===== config.mk =====
export PLATFORM = sky130hd
export DESIGN_NAME = aes_dr_cipher_collector
export DESIGN_NICKNAME = d
export VERILOG_FILES = /design/src/rtl/aes_dr_pkg.sv /design/src/rtl/dr_codeword_check.sv /design/src/rtl/aes_dr_cipher_collector.sv
export SDC_FILE = /design/constraint.sdc
export NUM_CORES = 1
export LEC_CHECK = 0
export ABC_AREA = 1
export CELL_PAD_IN_SITES_DETAIL_PLACEMENT = 0
export CELL_PAD_IN_SITES_GLOBAL_PLACEMENT = 2
export CORE_MARGIN = 8
export CORE_UTILIZATION = 24
export CTS_CLUSTER_DIAMETER = 60
export DETAILED_ROUTE_END_ITERATION = 16
export PLACE_DENSITY = 0.85
export SETUP_SLACK_MARGIN = 0.3
export SYNTH_ARGS = -nofsm -noshare
export SYNTH_HDL_FRONTEND = slang
export SYNTH_HIERARCHICAL = 1
export SYNTH_SLANG_ARGS = --single-unit

===== constraint.sdc =====
create_clock -name Clk -period 3.1 [get_ports Clk]
set_clock_uncertainty 0.05 [all_clocks]
set_input_delay 0.465 -clock Clk [delete_from_list [all_inputs] [get_ports Clk]]
set_output_delay 0.465 -clock Clk [all_outputs]
set_load 0.03 [all_outputs]

===== src/rtl/aes_dr_pkg.sv =====
// aes_dr_pkg: shared types and defaults for the dual-rail AES output stages
package aes_dr_pkg;
  localparam int DR_N = 128;
  localparam int DR_W = 32;
  typedef enum logic [1:0] {IDLE, ARMED, STREAM, FAULT} state_e;
  localparam logic [1:0] FC_NONE    = 2'd0;
  localparam logic [1:0] FC_TIMEOUT = 2'd1;
  localparam logic [1:0] FC_BADPAIR = 2'd2;
  localparam logic [1:0] FC_OVERRUN = 2'd3;
endpackage


===== src/rtl/dr_codeword_check.sv =====
// dr_codeword_check: reduces a dual-rail word to all-bits-valid and any-(1,1)-pair flags
module dr_codeword_check #(
  parameter int N = aes_dr_pkg::DR_N
) (
  input  logic [N-1:0] t_i,
  input  logic [N-1:0] f_i,
  output logic         all_valid_o,
  output logic         any_bad_o
);
  assign all_valid_o = &(t_i ^ f_i);
  assign any_bad_o   = |(t_i & f_i);
endmodule


===== src/rtl/aes_dr_cipher_collector.sv =====
// aes_dr_cipher_collector: captures dual-rail ciphertext and streams it as W-bit words.
// AES_DR_FAULT_CHECK_EN enables codeword checks/timeout; otherwise capture after a fixed delay.
module aes_dr_cipher_collector
  import aes_dr_pkg::*;
#(
  parameter int N           = DR_N,
  parameter int W           = DR_W,
  parameter int TIMEOUT_CYC = 16,
  parameter int CAPTURE_DLY = 2
) (
  input  logic         Clk,
  input  logic         Reset,
  input  logic [N-1:0] Cipher_text_T,
  input  logic [N-1:0] Cipher_text_F,
  input  logic         Done,
  output logic [W-1:0] Out_Data,
  output logic         Out_Valid,
  input  logic         Out_Ready,
  output logic         Out_Last,
  output logic         Busy,
  output logic         Fault,
  output logic [1:0]   Fault_Code,
  input  logic         Fault_Clr
);
  localparam int NW = N / W;
  localparam int IW = $clog2(NW);
  localparam int TW = $clog2((TIMEOUT_CYC > CAPTURE_DLY ? TIMEOUT_CYC : CAPTURE_DLY) + 1);
  localparam logic [IW-1:0] LAST = IW'(NW - 1);

  state_e                  state_q, state_d;
  logic                    done_d_q;
  logic [TW-1:0]           timer_q, timer_d;
  logic [IW-1:0]           idx_q, idx_d;
  logic [NW-1:0][W-1:0]    cap_q, cap_d;
  logic [1:0]              code_q, code_d;
  logic                    done_rise;

  assign done_rise = Done & ~done_d_q;

`ifdef AES_DR_FAULT_CHECK_EN
  logic all_valid, any_bad;
  dr_codeword_check #(.N(N)) u_chk (
    .t_i        (Cipher_text_T),
    .f_i        (Cipher_text_F),
    .all_valid_o(all_valid),
    .any_bad_o  (any_bad)
  );
`else
  logic unused_f;
  assign unused_f = ^Cipher_text_F;
`endif

  always_ff @(posedge Clk or negedge Reset) begin
    if (!Reset) begin
      state_q  <= IDLE;
      done_d_q <= 1'b0;
      timer_q  <= '0;
      idx_q    <= '0;
      cap_q    <= '0;
      code_q   <= FC_NONE;
    end else begin
      state_q  <= state_d;
      done_d_q <= Done;
      timer_q  <= timer_d;
      idx_q    <= idx_d;
      cap_q    <= cap_d;
      code_q   <= code_d;
    end
  end

  always_comb begin
    state_d = state_q;
    timer_d = timer_q;
    idx_d   = idx_q;
    cap_d   = cap_q;
    code_d  = code_q;
    unique case (state_q)
      IDLE: if (done_rise) begin
        state_d = ARMED;
        timer_d = '0;
      end
`ifdef AES_DR_FAULT_CHECK_EN
      ARMED: if (any_bad) begin
        state_d = FAULT;
        code_d  = FC_BADPAIR;
      end else if (all_valid) begin
        state_d = STREAM;
        cap_d   = Cipher_text_T;
        idx_d   = '0;
      end else if (timer_q == TW'(TIMEOUT_CYC - 1)) begin
        state_d = FAULT;
        code_d  = FC_TIMEOUT;
      end else begin
        timer_d = timer_q + TW'(1);
      end
`else
      ARMED: if (timer_q == TW'(CAPTURE_DLY - 1)) begin
        state_d = STREAM;
        cap_d   = Cipher_text_T;
        idx_d   = '0;
      end else begin
        timer_d = timer_q + TW'(1);
      end
`endif
      // a fresh Done while words are still owed to the host aborts the stream
      STREAM: if (done_rise) begin
        state_d = FAULT;
        code_d  = FC_OVERRUN;
      end else if (Out_Ready) begin
        idx_d   = idx_q + IW'(1);
        state_d = (idx_q == LAST) ? IDLE : STREAM;
      end
      FAULT: if (Fault_Clr) begin
        state_d = IDLE;
        code_d  = FC_NONE;
      end
    endcase
  end

  always_comb begin
    Out_Valid  = (state_q == STREAM);
    Out_Data   = Out_Valid ? cap_q[LAST - idx_q] : '0;
    Out_Last   = Out_Valid & (idx_q == LAST);
    Busy       = (state_q != IDLE);
    Fault      = (state_q == FAULT);
    Fault_Code = code_q;
  end
endmodule


==> results.yml, run 1 <==
drt:
  drt_pre_antenna_iters: 7
  wl_um: 21700
  first_iter_violations: 329
  wl_per_cell_um: 16.6
  post-route-drc-count: 0
  ant_nets: 0
  route.vias.total: 5685
  viasPerCell: 4.35
cts:
  clock-root-buffer: "clkbuf_16"
  numCtsBuffers: 17
  clock_sinks: 139
  insertion_delay_ns: 0.42
  clockBufferDepth: 2
  holdBufCountCts: 0
  cts_htree_levels: 4
  cts_tree: "yes"
  cts.clk_slew.worst_paths_ns: 0.06
synthesis:
  syn_inst: 808
  ys_types: 19
  netlist_area_sq_mm: 0.00647
  syn_avg_cell_area_sq_um: 8.01
  synth_area_leaders: "dfrtp_1, nand2_1, a21oi_1"
  yosys_warnings: 6
  syn_nets: 1072
  yosys.area.top_type_share_pct: 53.7
  yosysTopAreaCell: "dfrtp_1"
  ys_ff_latch: 139
  yosysSeqAreaShare_pct: 53.7
cells_and_area:
  fin_nets: 1219
  finish.instance_area_sq_mm: 0.00911
  areaGrowthSynthToFinish_pct: 40.7
  final_cells: 1308
  drive_gt1_share_pct: 8.70
  nFillCells: 2872
timing:
  setup_tns_ns: 0
  report.final.slew_viol_count: 0
  period_needed_ns: 2.62
  fmax_mhz: 381
  grt_setup_unrepaired: "false"
  fin_ws_ns: 0.478
  worst-slew-pin-transition_ns: 0.820
  timing.hold.ws_ns: 0.0196
  setup_viol: 0
  hold_viol: 0
  fin_crit_sh_pct: 84.6
  slew_headroom_pct: 45.3
place:
  gp_congestion: 0.821
  dp_hpwl_um: 14900
  post-place-ws_ns: 0.611
  port_buffers: 170
  placedInstanceArea_sq_mm: 0.00849
  post-place-cells: 1277
setup_path:
  arrival_ns: 2.11
  path_class: "flip-flop to output pin"
  startpoint_type: "flip-flop"
  max_stage_delay_ns: 0.43
  cp_cell_sequence: "inv_2 -> buf_12 -> o21ai_0 -> a21oi_1 -> buf_4"
  endpoint_kind: "output pin"
  crit_slowest_cell: "dfrtp_2"
  required_ns: 2.58
  cp_max_fo: 40
floorplan:
  rows: 60
  io_pins: 299
  dieArea_sq_mm: 0.0325
  die_w_um: 180
  start_util_pct: 24.2
  die_h_um: 180
  core_sq_mm: 0.0267
power_and_ir_drop:
  power_density_mw_per_mm2: 990
  vdd_drop_max_v: 0.000443
  p_leak_nw: 4.15
global_route:
  grt_pass1_wl_um: 34300
  grt_pass1_vias: 5880
  grt_max_degree: 78
  grt_use_total_pct: 13.4
  gr-total-overflow: 0
  antenna_found_initial: 0
hold_path:
  hold_path_class: "input port to asynchronous set/reset pin"
run:
  drv_cap: 0
outcome:
  outcome: "finished clean"
stage by stage:
stage	util, %	power [mW]
after global routing	34.1	9.75
after global placement	31.8	6.96
after CTS	34.1	9.19
after floorplan	-	5.55
final	34.1	9.02
after detailed placement	31.8	7.02
cell usage after synthesis (all sizes together):
library cell  instances
nor2                 11
buf                  38
nand4                 2
dfrtp               139
clkbuf               16
nand2               273
a21oi                99
xnor2                 2
mux2i                 1
o21ai               135
inv                  77
nand3                12
ha                    3
layer usage:
metal	wire length [um]	GRT usage, %	up-vias
met1	9870	17.2	2640
met4	153	2.58	0
met5	0	0	-
li1	-	-	2883
met3	1680	5.02	11
met2	9960	21.4	151
state kept, by name, summed over array words and instances (netlist names):
signal      cells
cap_q         128
Fault_Code      1
state_q         2
timer_q         5
idx_q           2
done_d_q        1
kinds of logic (layout without fill, tap and decap cells):
logic type	Yosys count	after routing	share of synthesized area [%]
simple gates	298	298	17.7
mux	1	1	0.155
other cells	0	1	0
flops	139	139	53.7
buf+inv	131	289	9.47
fa+ha+maj	3	3	0.580
compound gates	234	234	18.1
xor+xnor	2	2	0.271
cells in the final DEF, fill, tap and decap left out, drive strengths merged, types with 3 or more instances in the layout:
cell type      synthesis  final
inv                   77     78
dfrtp                139    139
nand3                 12     12
buf                   38     46
ha                     3      3
bufinv                 0      3
nand2                273    273
o21ai                135    135
clkinv                 0      4
a21oi                 99     99
clkbuf                16     20
clkdlybuf4s50          0    136
nor2                  11     11
final timing paths:
path / cells after the start / to / start / slack, ns
max reg2reg: 9 / cap_q[61] / timer_q[1] / 1.00
min: 1 / cap_q[17] / Reset / 0.02
min reg2reg: 2 / cap_q[122] / cap_q[122] / 0.42
max in group asynchronous: 2 / cap_q[121] / Reset / 2.21
min in group Clk: 2 / cap_q[122] / cap_q[122] / 0.42
max: 5 / Out_Data[11] / idx_q[0] / 0.48
layout make-up:
type,count,area [sq um],area share (%)
flip-flops and latches,139,3480,38.2
multi-input cells,538,2410,26.5
repair buffers,182,1910,20.9
clock buffers,20,447,4.90
well taps,341,427,4.68
inverters,77,294,3.23
clock inverters,10,145,1.59
diodes,1,2.50,0.0275
where the power goes:
| part | leakage, nW | internal, mW | switching [mW] |
|---|---|---|---|
| combinational | 2.17 | 1.43 | 2.43 |
| clock | 0.283 | 1.28 | 0.800 |
| sequential | 1.69 | 2.72 | 0.360 |
| total | 4.15 | 5.43 | 3.59 |
worst max-delay path: cells and delay by family, from the launching register on:
family                 cells  cell delay (ns)
DFF                        1             0.43
AOI/OAI and AO/OA          2             0.40
buffers and inverters      3             0.86
timing repair:
action / 4_1_cts / 5_1_grt
pin swaps: 1 / 2
endpoints found under the setup margin: 4 / 3
resized for setup: 6 / 3
buffers inserted: 0 / 0
(Power assumes the default switching activity.)
==> run 2: changes to the inputs <==
--- a/config.mk
+++ b/config.mk
@@ -9,10 +9,10 @@
 export CELL_PAD_IN_SITES_DETAIL_PLACEMENT = 0
 export CELL_PAD_IN_SITES_GLOBAL_PLACEMENT = 2
 export CORE_MARGIN = 8
-export CORE_UTILIZATION = 24
+export CORE_UTILIZATION = 22
 export CTS_CLUSTER_DIAMETER = 60
 export DETAILED_ROUTE_END_ITERATION = 16
-export PLACE_DENSITY = 0.85
+export PLACE_DENSITY = 0.78
 export SETUP_SLACK_MARGIN = 0.3
 export SYNTH_ARGS = -nofsm -noshare
 export SYNTH_HDL_FRONTEND = slang
==> constraint.sdc (replaced) <==
create_clock -name Clk -period 2.65 [get_ports Clk]
set_clock_uncertainty 0.05 [all_clocks]
set_input_delay 0.3975 -clock Clk [delete_from_list [all_inputs] [get_ports Clk]]
set_output_delay 0.3975 -clock Clk [all_outputs]
set_load 0.03 [all_outputs]
==> run 2 against run 1 <==
- die area grew 8.3%
- sequential share of layout area shrank 1.5 points
- register-to-register slack lost 0.36 ns
- final cell count grew 4.5%
- global-route usage shrank 0.63 points
- combinational power grew 26%
- sequential power grew 18%
- largest power group unchanged
- highest routed layer is now met5
==> results.yml, run 2 (same netlist as run 1, synthesis figures left out) <==
setup_path:
  crit_cells: 6
  rr_worst_depth: 7
  crit_start: "idx_q[1]"
  startpoint_type: "flip-flop"
  max_stage_delay_ns: 0.42
  rrSetupSlack_ns: 0.64
  r2r-end: "idx_q[1]"
  path_class: "flip-flop to output pin"
  endpoint_kind: "output pin"
  arrival_ns: 1.87
  critPathCapture: "Out_Data[22]"
  cp_max_fo: 32
  r2r_start: "timer_q[0]"
  crit_buf_inv: 3
  crit_slowest_cell: "dfrtp_1"
  cp_cell_sequence: "buf_4 -> buf_12 -> a21oi_1 -> o21ai_0 -> a21oi_1 -> buf_4"
  crit_family: "buffers and inverters"
  required_ns: 2.20
power_and_ir_drop:
  switching_power_mw: 4.50
  vdd_drop_max_v: 0.000524
  power.share.switching_pct: 40.8
  internal-power_mw: 6.54
  power_density_mw_per_mm2: 1170
  p_leak_nw: 4.24
  p_comb_share_pct: 44.2
  finalPower_mw: 11.0
  clkPwrFrac_pct: 22.8
  sequentialPowerShare_pct: 32.9
timing:
  slew_headroom_pct: 44.8
  setup_viol: 0
  hold_viol: 0
  period_needed_ns: 2.31
  fmax_mhz: 432
  report.final.slew_viol_count: 0
  worst-slew-pin-transition_ns: 0.829
  grt_setup_unrepaired: "true"
  setup_tns_ns: 0
  fin_crit_sh_pct: 87.3
drt:
  post-route-drc-count: 0
  wl_um: 22200
  first_iter_violations: 394
  drt_pre_antenna_iters: 7
  viasPerCell: 4.21
  route.vias.total: 5758
  wl_per_cell_um: 16.2
  ant_nets: 0
global_route:
  grt_max_degree: 66
  grt_pass1_wl_um: 35200
  gr-total-overflow: 0
  antenna_found_initial: 1
  grt_use_total_pct: 12.8
  grt_pass1_vias: 6107
cts:
  clockBufferDepth: 2
  clock-root-buffer: "clkbuf_16"
  cts.clk_slew.worst_paths_ns: 0.07
  numCtsBuffers: 17
  insertion_delay_ns: 0.42
  cts_tree: "yes"
  cts_htree_levels: 4
  clock_sinks: 139
cells_and_area:
  seq_area_sq_mm: 0.00348
  nFillCells: 3169
  largest_register_ffs: 128
  n_antenna_cell: 0
  regMostFlops: "cap_q"
  areaGrowthSynthToFinish_pct: 46.3
  fin_nets: 1228
  final_cell_mix: "nand2_1, dfrtp_1, clkdlybuf4s50_1, o21ai_1, inv_1"
  largest_registers: "cap_q (128), timer_q (5)"
  multiInputGateArea_sq_mm: 0.00256
  layout_commonest_cell: "nand2_1"
  drive_gt1_share_pct: 13.3
outcome:
  outcome: "finished clean"
floorplan:
  die_w_um: 188
  rows: 63
  io_pins: 299
  dieArea_sq_mm: 0.0352
  start_util_pct: 22.1
  die_h_um: 188
  core_sq_mm: 0.0293
hold_path:
  hold_path_class: "input port to asynchronous set/reset pin"
place:
  dp_hpwl_um: 15300
  port_buffers: 170
  gp_congestion: 0.742
run:
  drv_cap: 0
run 2: timing repair:
action / CTS / global route
hold buffers: 1 / 0
setup endpoints to repair: 32 / 32
endpoints found under the hold margin: 37 / 0
pin swaps: 8 / 22
gates resized for setup: 39 / 62
buffers inserted: 3 / 0
run 2: stage by stage:
| step | cell area [sq um] | util, % | setup slack (ns) | cells | hold WS [ns] |
|---|---|---|---|---|---|
| 2_1_floorplan | 6470 | - | 0.705 | 808 | 0.0519 |
| 3_3_place_gp | 8580 | 29.3 | 0.509 | 1331 | 0.299 |
| 3_5_place_dp | 8580 | 29.3 | 0.495 | 1331 | 0.300 |
| 4_1_cts | 9310 | 31.7 | 0.259 | 1367 | 0.406 |
| 5_1_grt | 9470 | 32.3 | 0.251 | 1367 | 0.405 |
| 6_report | 9470 | 32.3 | 0.336 | 1367 | 0.407 |
run 2: routing by layer:
layer	wire, um	track usage, %
met2	10400	20.5
met4	139	2.18
met3	1400	4.90
met5	13	0
met1	10200	16.4
run 2: power groups by stage:
stage	clock, mW	combinational [mW]	sequential (mW)
global placement	0	4.54	3.61
finish	2.52	4.88	3.64
global route	2.70	5.52	3.77
detailed placement	0	4.60	3.64
floorplan	0	2.97	3.53
CTS	2.61	4.75	3.62
run 2: cell type report:
| cell class | instances | share of cell area [%] |
|---|---|---|
| Clock buffer | 20 | 4.93 |
| Clock inverter | 12 | 1.61 |
| Inverter | 77 | 3.20 |
| Multi-Input combinational cell | 538 | 27.0 |
| Sequential cell | 139 | 36.7 |
| Tap cell | 390 | 5.15 |
| Timing Repair Buffer | 191 | 21.3 |
run 2: worst min path at each step:
stage,start,end,slack (ns)
after floorplan,Reset,Fault_Code[0],0.05
after global placement,Reset,cap_q[49],0.30
after detailed placement,Reset,cap_q[57],0.30
after CTS,Reset,cap_q[57],0.41
after global routing,Done,done_d_q,0.40
final,Reset,cap_q[57],0.41
